--- src/rtl/flag_pkg.sv ---
// Shared definitions for the flag unit: flag bit positions, flag_op encodings,
// default masks and the ALU status-to-flag remap.
package flag_pkg;

    localparam int CF_B = 0;
    localparam int PF_B = 2;
    localparam int AF_B = 4;
    localparam int ZF_B = 6;
    localparam int SF_B = 7;
    localparam int TF_B = 8;
    localparam int IF_B = 9;
    localparam int DF_B = 10;
    localparam int OF_B = 11;

    typedef enum logic [2:0] {
        OP_NOP = 3'd0,
        OP_CLC = 3'd1,
        OP_STC = 3'd2,
        OP_CMC = 3'd3,
        OP_CLD = 3'd4,
        OP_STD = 3'd5,
        OP_CLI = 3'd6,
        OP_STI = 3'd7
    } flag_op_e;

    localparam logic [15:0] FLAG_IMPL_MASK_DEF = 16'h0FD5;
    localparam logic [15:0] SAHF_MASK          = 16'h00D5;

    // s is alu_status[12:4]; s[0] corresponds to status bit 4.
    function automatic logic [15:0] flag_remap(input logic [8:0] s);
        logic [15:0] f;
        f       = '0;
        f[OF_B] = s[8];
        f[DF_B] = s[7];
        f[IF_B] = s[6];
        f[TF_B] = s[5];
        f[SF_B] = s[4];
        f[ZF_B] = s[3];
        f[AF_B] = s[2];
        f[PF_B] = s[1];
        f[CF_B] = s[0];
        return f;
    endfunction

endpackage

--- src/rtl/flag_save_stack.sv ---
// LIFO of saved flag frames for interrupt nesting. A simultaneous push and pop
// does nothing here; the caller treats it as misuse.
module flag_save_stack #(
    parameter int W     = 16,
    parameter int DEPTH = 4
) (
    input  logic         clk,
    input  logic         reset,
    input  logic         push,
    input  logic         pop,
    input  logic [W-1:0] push_data,
    output logic [W-1:0] pop_data,
    output logic         full,
    output logic         empty,
    output logic         overflow,
    output logic         underflow
);

    localparam int AW = $clog2(DEPTH);

    logic [AW:0]               ptr;
    logic [DEPTH-1:0][W-1:0]   mem;
    logic                      do_push;
    logic                      do_pop;

    assign full      = (ptr == (AW+1)'(DEPTH));
    assign empty     = (ptr == '0);
    assign do_push   = push & ~pop & ~full;
    assign do_pop    = pop & ~push & ~empty;
    assign overflow  = push & ~pop & full;
    assign underflow = pop & ~push & empty;

    always_ff @(posedge clk or negedge reset) begin
        if (!reset)       ptr <= '0;
        else if (do_push) ptr <= ptr + (AW+1)'(1);
        else if (do_pop)  ptr <= ptr - (AW+1)'(1);
    end

    // Frame storage needs no reset: it is unreadable while the pointer is zero.
    always_ff @(posedge clk) begin
        if (do_push) mem[ptr[AW-1:0]] <= push_data;
    end

    assign pop_data = mem[ptr[AW-1:0] - AW'(1)];

endmodule

--- src/rtl/flag_unit.sv ---
// 8086 FLAGS register with ALU remap, flag ops, POPF/SAHF loads and interrupt
// save stack. Define FLAG_PARITY_GEN_EN to derive PF from alu_result[7:0].
module flag_unit
    import flag_pkg::*;
#(
    parameter int                    WORD_SIZE      = 16,
    parameter int                    STACK_DEPTH    = 4,
    parameter logic [WORD_SIZE-1:0]  FLAG_IMPL_MASK = WORD_SIZE'(16'h0FD5)
) (
    input  logic                 clk,
    input  logic                 reset,
    input  logic [WORD_SIZE-1:0] alu_status,
    input  logic [WORD_SIZE-1:0] alu_result,
    input  logic                 alu_wr,
    input  logic [WORD_SIZE-1:0] alu_upd_mask,
    input  logic [2:0]           flag_op,
    input  logic                 ld_en,
    input  logic                 ld_low_only,
    input  logic [WORD_SIZE-1:0] ld_data,
    input  logic                 int_enter,
    input  logic                 int_ret,
    input  logic                 err_clr,
    output logic [WORD_SIZE-1:0] result_flag_sig,
    output logic                 stack_empty,
    output logic                 stack_full,
    output logic                 err_sticky
);

    localparam logic [WORD_SIZE-1:0] SAHF_M  = WORD_SIZE'(SAHF_MASK);
    localparam logic [WORD_SIZE-1:0] CF_M    = WORD_SIZE'(1) << CF_B;
    localparam logic [WORD_SIZE-1:0] DF_M    = WORD_SIZE'(1) << DF_B;
    localparam logic [WORD_SIZE-1:0] IF_M    = WORD_SIZE'(1) << IF_B;
    localparam logic [WORD_SIZE-1:0] TF_M    = WORD_SIZE'(1) << TF_B;

    logic [WORD_SIZE-1:0] flags;
    logic [WORD_SIZE-1:0] flags_nxt;
    logic [WORD_SIZE-1:0] remap;
    logic [WORD_SIZE-1:0] pop_data;
    logic                 overflow;
    logic                 underflow;
    logic                 err_set;
    logic                 unused_bits;

`ifdef FLAG_PARITY_GEN_EN
    logic [15:0] remap16;
    always_comb begin
        remap16       = flag_remap(alu_status[12:4]);
        remap16[PF_B] = ~^alu_result[7:0];
    end
    assign remap       = WORD_SIZE'(remap16);
    assign unused_bits = ^{alu_result[WORD_SIZE-1:8], alu_status[WORD_SIZE-1:13],
                           alu_status[5], alu_status[3:0]};
`else
    assign remap       = WORD_SIZE'(flag_remap(alu_status[12:4]));
    assign unused_bits = ^{alu_result, alu_status[WORD_SIZE-1:13], alu_status[3:0]};
`endif

    flag_save_stack #(
        .W     (WORD_SIZE),
        .DEPTH (STACK_DEPTH)
    ) u_stack (
        .clk       (clk),
        .reset     (reset),
        .push      (int_enter),
        .pop       (int_ret),
        .push_data (flags),
        .pop_data  (pop_data),
        .full      (stack_full),
        .empty     (stack_empty),
        .overflow  (overflow),
        .underflow (underflow)
    );

    assign err_set = overflow | underflow | (int_enter & int_ret);

    // Priority: interrupt stack > load > flag op > ALU write.
    always_comb begin
        flags_nxt = flags;
        if (int_enter && int_ret) begin
            flags_nxt = flags;
        end else if (int_enter) begin
            flags_nxt = flags & ~(IF_M | TF_M);
        end else if (int_ret) begin
            if (!stack_empty) flags_nxt = pop_data;
        end else if (ld_en) begin
            if (ld_low_only) flags_nxt = (flags & ~SAHF_M) | (ld_data & SAHF_M);
            else             flags_nxt = ld_data;
        end else if (flag_op != OP_NOP) begin
            case (flag_op_e'(flag_op))
                OP_CLC:  flags_nxt = flags & ~CF_M;
                OP_STC:  flags_nxt = flags | CF_M;
                OP_CMC:  flags_nxt = flags ^ CF_M;
                OP_CLD:  flags_nxt = flags & ~DF_M;
                OP_STD:  flags_nxt = flags | DF_M;
                OP_CLI:  flags_nxt = flags & ~IF_M;
                OP_STI:  flags_nxt = flags | IF_M;
                default: flags_nxt = flags;
            endcase
        end else if (alu_wr) begin
            flags_nxt = (flags & ~alu_upd_mask) | (remap & alu_upd_mask);
        end
    end

    always_ff @(posedge clk or negedge reset) begin
        if (!reset) begin
            flags      <= '0;
            err_sticky <= 1'b0;
        end else begin
            flags <= flags_nxt & FLAG_IMPL_MASK;
            if (err_set)      err_sticky <= 1'b1;
            else if (err_clr) err_sticky <= 1'b0;
        end
    end

    assign result_flag_sig = flags;

endmodule

--- config.mk ---
export PLATFORM = sky130hd
export DESIGN_NAME = flag_unit
export DESIGN_NICKNAME = d
export VERILOG_FILES = /design/src/rtl/flag_pkg.sv /design/src/rtl/flag_save_stack.sv /design/src/rtl/flag_unit.sv
export SDC_FILE = /design/constraint.sdc
export NUM_CORES = 1
export LEC_CHECK = 0
export CAP_MARGIN = 15
export CORE_MARGIN = 2
export CORE_UTILIZATION = 40
export CTS_CLUSTER_DIAMETER = 30
export DETAILED_ROUTE_END_ITERATION = 6
export PLACE_DENSITY_LB_ADDON = 0.08
export SLEW_MARGIN = 40
export SYNTH_ARGS = -nofsm -noshare
export SYNTH_HDL_FRONTEND = slang
export SYNTH_HIERARCHICAL = 1
export SYNTH_SLANG_ARGS = --single-unit
--- constraint.sdc ---
create_clock -name clk -period 2.9 [get_ports clk]
set_clock_uncertainty 0.2 [all_clocks]
set_input_delay 0.29 -clock clk [delete_from_list [all_inputs] [get_ports clk]]
set_output_delay 0.29 -clock clk [all_outputs]
set_load 0.005 [all_outputs]
* Word level (Yosys, flattened, before mapping)
Cells that the tools add are included.
W data, S select, Z words.
** Operators by class
- Add/sub/neg operators :: 3
- $mul :: 0
- Div/mod/pow operators :: 0
- Magnitude comparators :: 3
- Equal/unequal tests :: 27
- Shift operators :: 0
- Multiplexer cells :: 17
- Bitwise operators :: 20
- Reductions and logical operators :: 15
** Operator list (count)
- $mux W12 :: 7
- $pmux W11 S7 :: 1
- $bwmux W64 :: 1
- $bmux W16 S2 :: 1
- $demux W16 S2 :: 1
- $ne A4 B4 Y1 const B :: 8
- $ne A5 B5 Y1 const B :: 5
- $and A12 B12 Y12 :: 2
- $reduce_and A9 Y1 :: 2
- $mux W16 :: 1
- $eq A3 B3 Y1 const B :: 5
- $not A12 Y12 :: 1
- $or A12 B12 Y12 :: 1
- $or A12 B8 Y12 :: 1
- $mux W10 :: 1
- $reduce_and A10 Y1 :: 1
- $reduce_bool A4 Y1 :: 2
- $and A1 B1 Y1 :: 7
- $eq A3 B2 Y1 const B :: 2
- $lt A2 B3 Y1 const B :: 2
- $mux W3 :: 2
- $ne A3 B3 Y1 const B :: 2
- $ne A6 B3 Y1 const B :: 1
- $ne A6 B4 Y1 const B :: 1
- other kinds (17) :: 27
** Word-level totals
- Register bits after elaboration :: 77
- Latch bits :: 0
- Bits in writable memories :: 0
- Bits in read-only memories :: 0
- Input bits :: 75
- Output and inout bits :: 19
- Logic and storage cells :: 96
- Memories :: 0

* Logic depth before layout (Yosys ltp)
- Depth in word-level cells :: 8
- Gate-level depth with buffers :: 12
- Depth with buffers taken out :: 10

* Hierarchy
The synthesis kept the hierarchy.
** Modules (own cells, without submodules)
- flag_save_stack :: times used 1, cells an instance 130, area each 2711.4 um2, sequential area each 1996.9 um2
- flag_unit :: times used 1, cells an instance 104, area each 915.9 um2, sequential area each 250.2 um2

* Least setup slack after synthesis
No wires, ideal clock.
- Path type :: reg2reg
- Start :: register u_stack.ptr[0]
- End :: register u_stack.ptr[1]
- Library setup time :: 0.065 ns
- Arrival :: 2.377 ns
- Required time :: 2.635 ns
- Setup slack :: 0.258 ns
- Cell stages (with the launch flop) :: 13
- Path buffers :: 2
- Clock period less this slack :: 2.642 ns
- Cells stage by stage :: dfrtp_1 buf_6 buf_12 inv_1 ha_1 nand2_1 inv_1 nor2_1 inv_1 fa_1 nor2_1 a311oi_1 o211a_1
** Between the ends
- Word-level cells in the longest chain between the ends :: 4
- Elaborated cells on any way between the ends :: 11
- Classes of those cells :: add/sub: 2; eq/ne: 1; mux: 2; bitwise: 4; reduce/logical: 2
** RTL lines
- start: declaration :: line flag_save_stack.sv:21 : logic [AW:0] ptr;
- start signal: assignment :: line flag_save_stack.sv:35 : else if (do_push) ptr <= ptr + (AW+1)'(1);
- start signal: assignment :: line flag_save_stack.sv:36 : else if (do_pop) ptr <= ptr - (AW+1)'(1);
- $eq A3 B3 Y1 (*) :: line flag_save_stack.sv:26 : assign full = (ptr == (AW+1)'(DEPTH));
- net stack_full :: line flag_unit.sv:25 : output logic stack_full,
- $not A1 Y1 (*) :: line flag_save_stack.sv:28 : assign do_push = push & ~pop & ~full;
- $and A1 B1 Y1 (*) :: line flag_save_stack.sv:28
- $mux W3 / $reduce_bool A2 Y1 (equally long branches)
The timed path passes the listed nets; every way through them passes the cells marked *. The select of a mux whose other input is x is not followed.
A chain may end at the register's enable or synchronous reset.

* Worst setup path after layout
- Start :: register u_stack.ptr[0]
- End :: output stack_empty
** Between the ends
- Word-level cells in the longest chain between the ends :: 1
** RTL lines
- $logic_not A3 Y1 :: line flag_save_stack.sv:27 : assign empty = (ptr == '0);
- end: declaration :: line flag_unit.sv:24 : output logic stack_empty,
Every way passes these cells.

==> out/metrics.sh <==
TIMING.RR.END='u_stack/ptr[1]'
ROUTED_VIAS_INST=5.48
PLACE_CONGESTION=0.754
POST-DP-HPWL_UM=4250
GRT_FIRST_PASS_WIRELENGTH_UM=9860
P_LEAK_nW=1.20
CLOCK_INPUT_TRANSITION_AT_THE_SEQUENTIAL_CELLS_OF_THE_WORST_SETUP_AND_HOLD_PATHS_NS=0.08
PLACEMENTROWS=29
WORSTPATHCELLLIST='inv_1, ha_1, nand2b_1, inv_1, buf_4, clkdlybuf4s50_1'
AREA_DELTA_SYNTH_FINAL_PCT=24.4
FP.COREAREA_UM2=6310
MAX_STAGE_DELAY_NS=0.50
SYNTHESIS.AREA_PER_INSTANCE_UM2=13.1
SWITCHING_SHARE=0.323
REGTOREGSTARTPOINT='u_stack/ptr[0]'
CTS_POST_SETUP_BUFFERS_INSERTED=0
WORSTREGTOREGCELLS=10
STATUS='completed'
CP_SLOWEST_CELL='clkdlybuf4s50_1'
NUMBER_OF_MAX_SLEW_VIOLATIONS_IN_THE_FINAL_REPORT=0
DIE_H_UM=84.8
CTS_BUFFER_COUNT=5
NUMCLOCKSINKS=49
SETUP.WORST_PATH.END_CLASS='output port'
FINAL.FILL_COUNT=580
DIE_W_UM=84.8
COUNT_OF_ANTENNA_DIODES_IN_THE_LAYOUT=0
CP_NUM_BUF_INV=4
UNREPAIRED_SETUP_ENDPOINTS_AFTER_GLOBAL_ROUTING='false'
LARGEST_NET_DEGREE_AT_THE_START_OF_GLOBAL_ROUTING=24
SYNTH_AREA_UM2=2610
P_INT_mW=1.69
CLOCK_LATENCY_OF_THE_LATER_CLOCKED_REGISTER_IN_THE_WORST_SKEW_PAIR_NS=0.30
POWER.COMBINATIONAL.FRACTION=0.415
ROUTE.DETAILED.DRC=0
DRT_FIRST_PASS_ITERS=4
DR.FIRST_ITER.DRC_COUNT=91
YOSYS_WARNINGS=6
DRIVE_ABOVE_1_SHARE=0.134
MAX_RAIL_DROP_VDD_V=0.000521
CTS.HOLD.BUFFERS_ADDED=0
BUFFERS_ADDED_ON_PORTS=49
TIMING_WORST_SLEW_PIN_VALUE_NS=0.748
TRITONCTS='yes'
CLKPWRFRAC=0.154
FF2FF_SETUP_SLACK_NS=0.38
SWITCHING_POWER_mW=0.805
GRT_ANTENNA_BEFORE_REPAIR=0
P_PER_AREA_nW_PER_UM2=768
GRT_OVF=0
DIE_AREA_UM2=7190
MAXSLEWHEADROOM=0.499
PLACEDCELLCOUNT=323
CRITPATHMOSTFREQUENTCELL='inv_1'
WIRE_PER_INST_UM=18.1
INITIAL_UTILIZATION=0.413
WORSTSETUPSTARTPOINTTYPE='flip-flop'
NUM-NETS-FINAL=333
FINAL-INSTANCE-COUNT-EXCL-FILL=331
CAP_VIOLATIONS=0
TRACK_USAGE=0.178
DRT_WL_TOTAL_UM=5990
TIMING.FINAL.CRIT_SHARE=0.875
GRT_PASS1_VIAS=1913
SETUP_VIOLATIONS=0
POST_SYNTHESIS_INSTANCE_TOTAL=199
CRIT_ARRIVAL_NS=2.05
CTS_MAX_LEVEL=2
CTS_ROOT_BUFFER='clkbuf_8'
ROUTED_VIA_COUNT=1815
PATH_CLASS='reg2out'
CRITPATHREQUIREDTIME_NS=2.41
HOLD_CLASS='in2async'
FINALWORSTPATHREQUIREDPERIOD_NS=2.54
PWR-SHARE-SEQ=0.431
ANTENNA_LEFT=0
TIMING_HOLD_VIOLATIONS_FINAL=0
CLOCKBUFFERDEPTH=2
IO_PINS=94
CRIT_PATH_MAX_FANOUT=8
MAX_CLOCK_FREQ_MHz=394
POST_CTS.RESIZED_INSTANCES=0
PATH_DELAY_FAMILY='buffers and inverters'
FINAL_UTIL=0.514
SETUP_TNS_NS=0
==> how the worst max path moves through the flow <==
stage / start / depth (start not counted) / endpoint / slack [ns]
global placement: int_ret / 8 / u_stack/ptr[1] / 0.28
global route: u_stack/ptr[0] / 10 / u_stack/ptr[1] / 0.17
CTS: u_stack/ptr[0] / 6 / stack_empty / 0.34
finish: u_stack/ptr[0] / 6 / stack_empty / 0.36
floorplan: u_stack/ptr[0] / 12 / u_stack/ptr[1] / 0.31
detailed placement: int_ret / 8 / u_stack/ptr[1] / 0.30
==> through the flow <==
step,instance area [µm²],power [mW],hold WS [ns],worst slack [ns]
finish,3250,2.49,0.229,0.362
global route,3250,2.67,0.269,0.175
CTS,3250,2.53,0.253,0.343
detailed placement,3160,2.13,0.320,0.304
global placement,3160,2.13,0.318,0.282
floorplan,2630,1.77,-0.206,0.314
==> state kept, by name, indices dropped and copies added, names as in the netlist, named ones only <==
signal           cells
err_sticky           1
u_stack/ptr          3
result_flag_sig      7
u_stack/mem         36
==> area by class of cell <==
type	instances	area, µm²	area share
Multi-Input combinational cell	130	1060	0.326
Sequential cell	49	1410	0.433
Inverter	6	22.5	0.00694
Timing Repair Buffer	61	581	0.179
Clock buffer	6	72.6	0.0224
Clock inverter	2	10.0	0.00308
Tap cell	77	96.3	0.0297
==> worst register-to-register path, delay by kind of cell (launching register included) <==
family / cells / cell delay [ns]
AO/OA/AOI/OAI: 2 / 0.51
adder cells (fa/ha/maj): 2 / 0.82
buffers and inverters: 3 / 0.22
flip-flops: 1 / 0.35
AND/OR/NAND/NOR: 3 / 0.36
==> cells in the final DEF, fill, tap and decap left out, types with 6 or more instances in the layout <==
cell type,n
nand2b_1,8
dfrtp_1,13
inv_1,6
conb_1,7
clkdlybuf4s50_1,49
buf_4,12
mux4_2,7
nand2_1,8
nor2_1,10
edfxtp_1,36
o21ai_0,11
==> routing by layer <==
layer / vias up / GRT usage / part of all wire
met2: 64 / 0.294 / 0.48
li1: 863 / - / -
met5: - / 0 / 0
met3: 12 / 0.0344 / 0.063
met4: 0 / 0.0534 / 0.024
met1: 876 / 0.240 / 0.43
==> power groups by stage <==
| stage | clock network, mW | logic, mW | registers [mW] |
|---|---|---|---|
| floorplan | 0 | 0.703 | 1.07 |
| global placement | 0 | 1.04 | 1.09 |
| detailed placement | 0 | 1.04 | 1.09 |
| CTS | 0.399 | 1.05 | 1.08 |
| global route | 0.427 | 1.14 | 1.10 |
| finish | 0.384 | 1.03 | 1.08 |
Note: power is estimated with default switching activity, not from simulation.
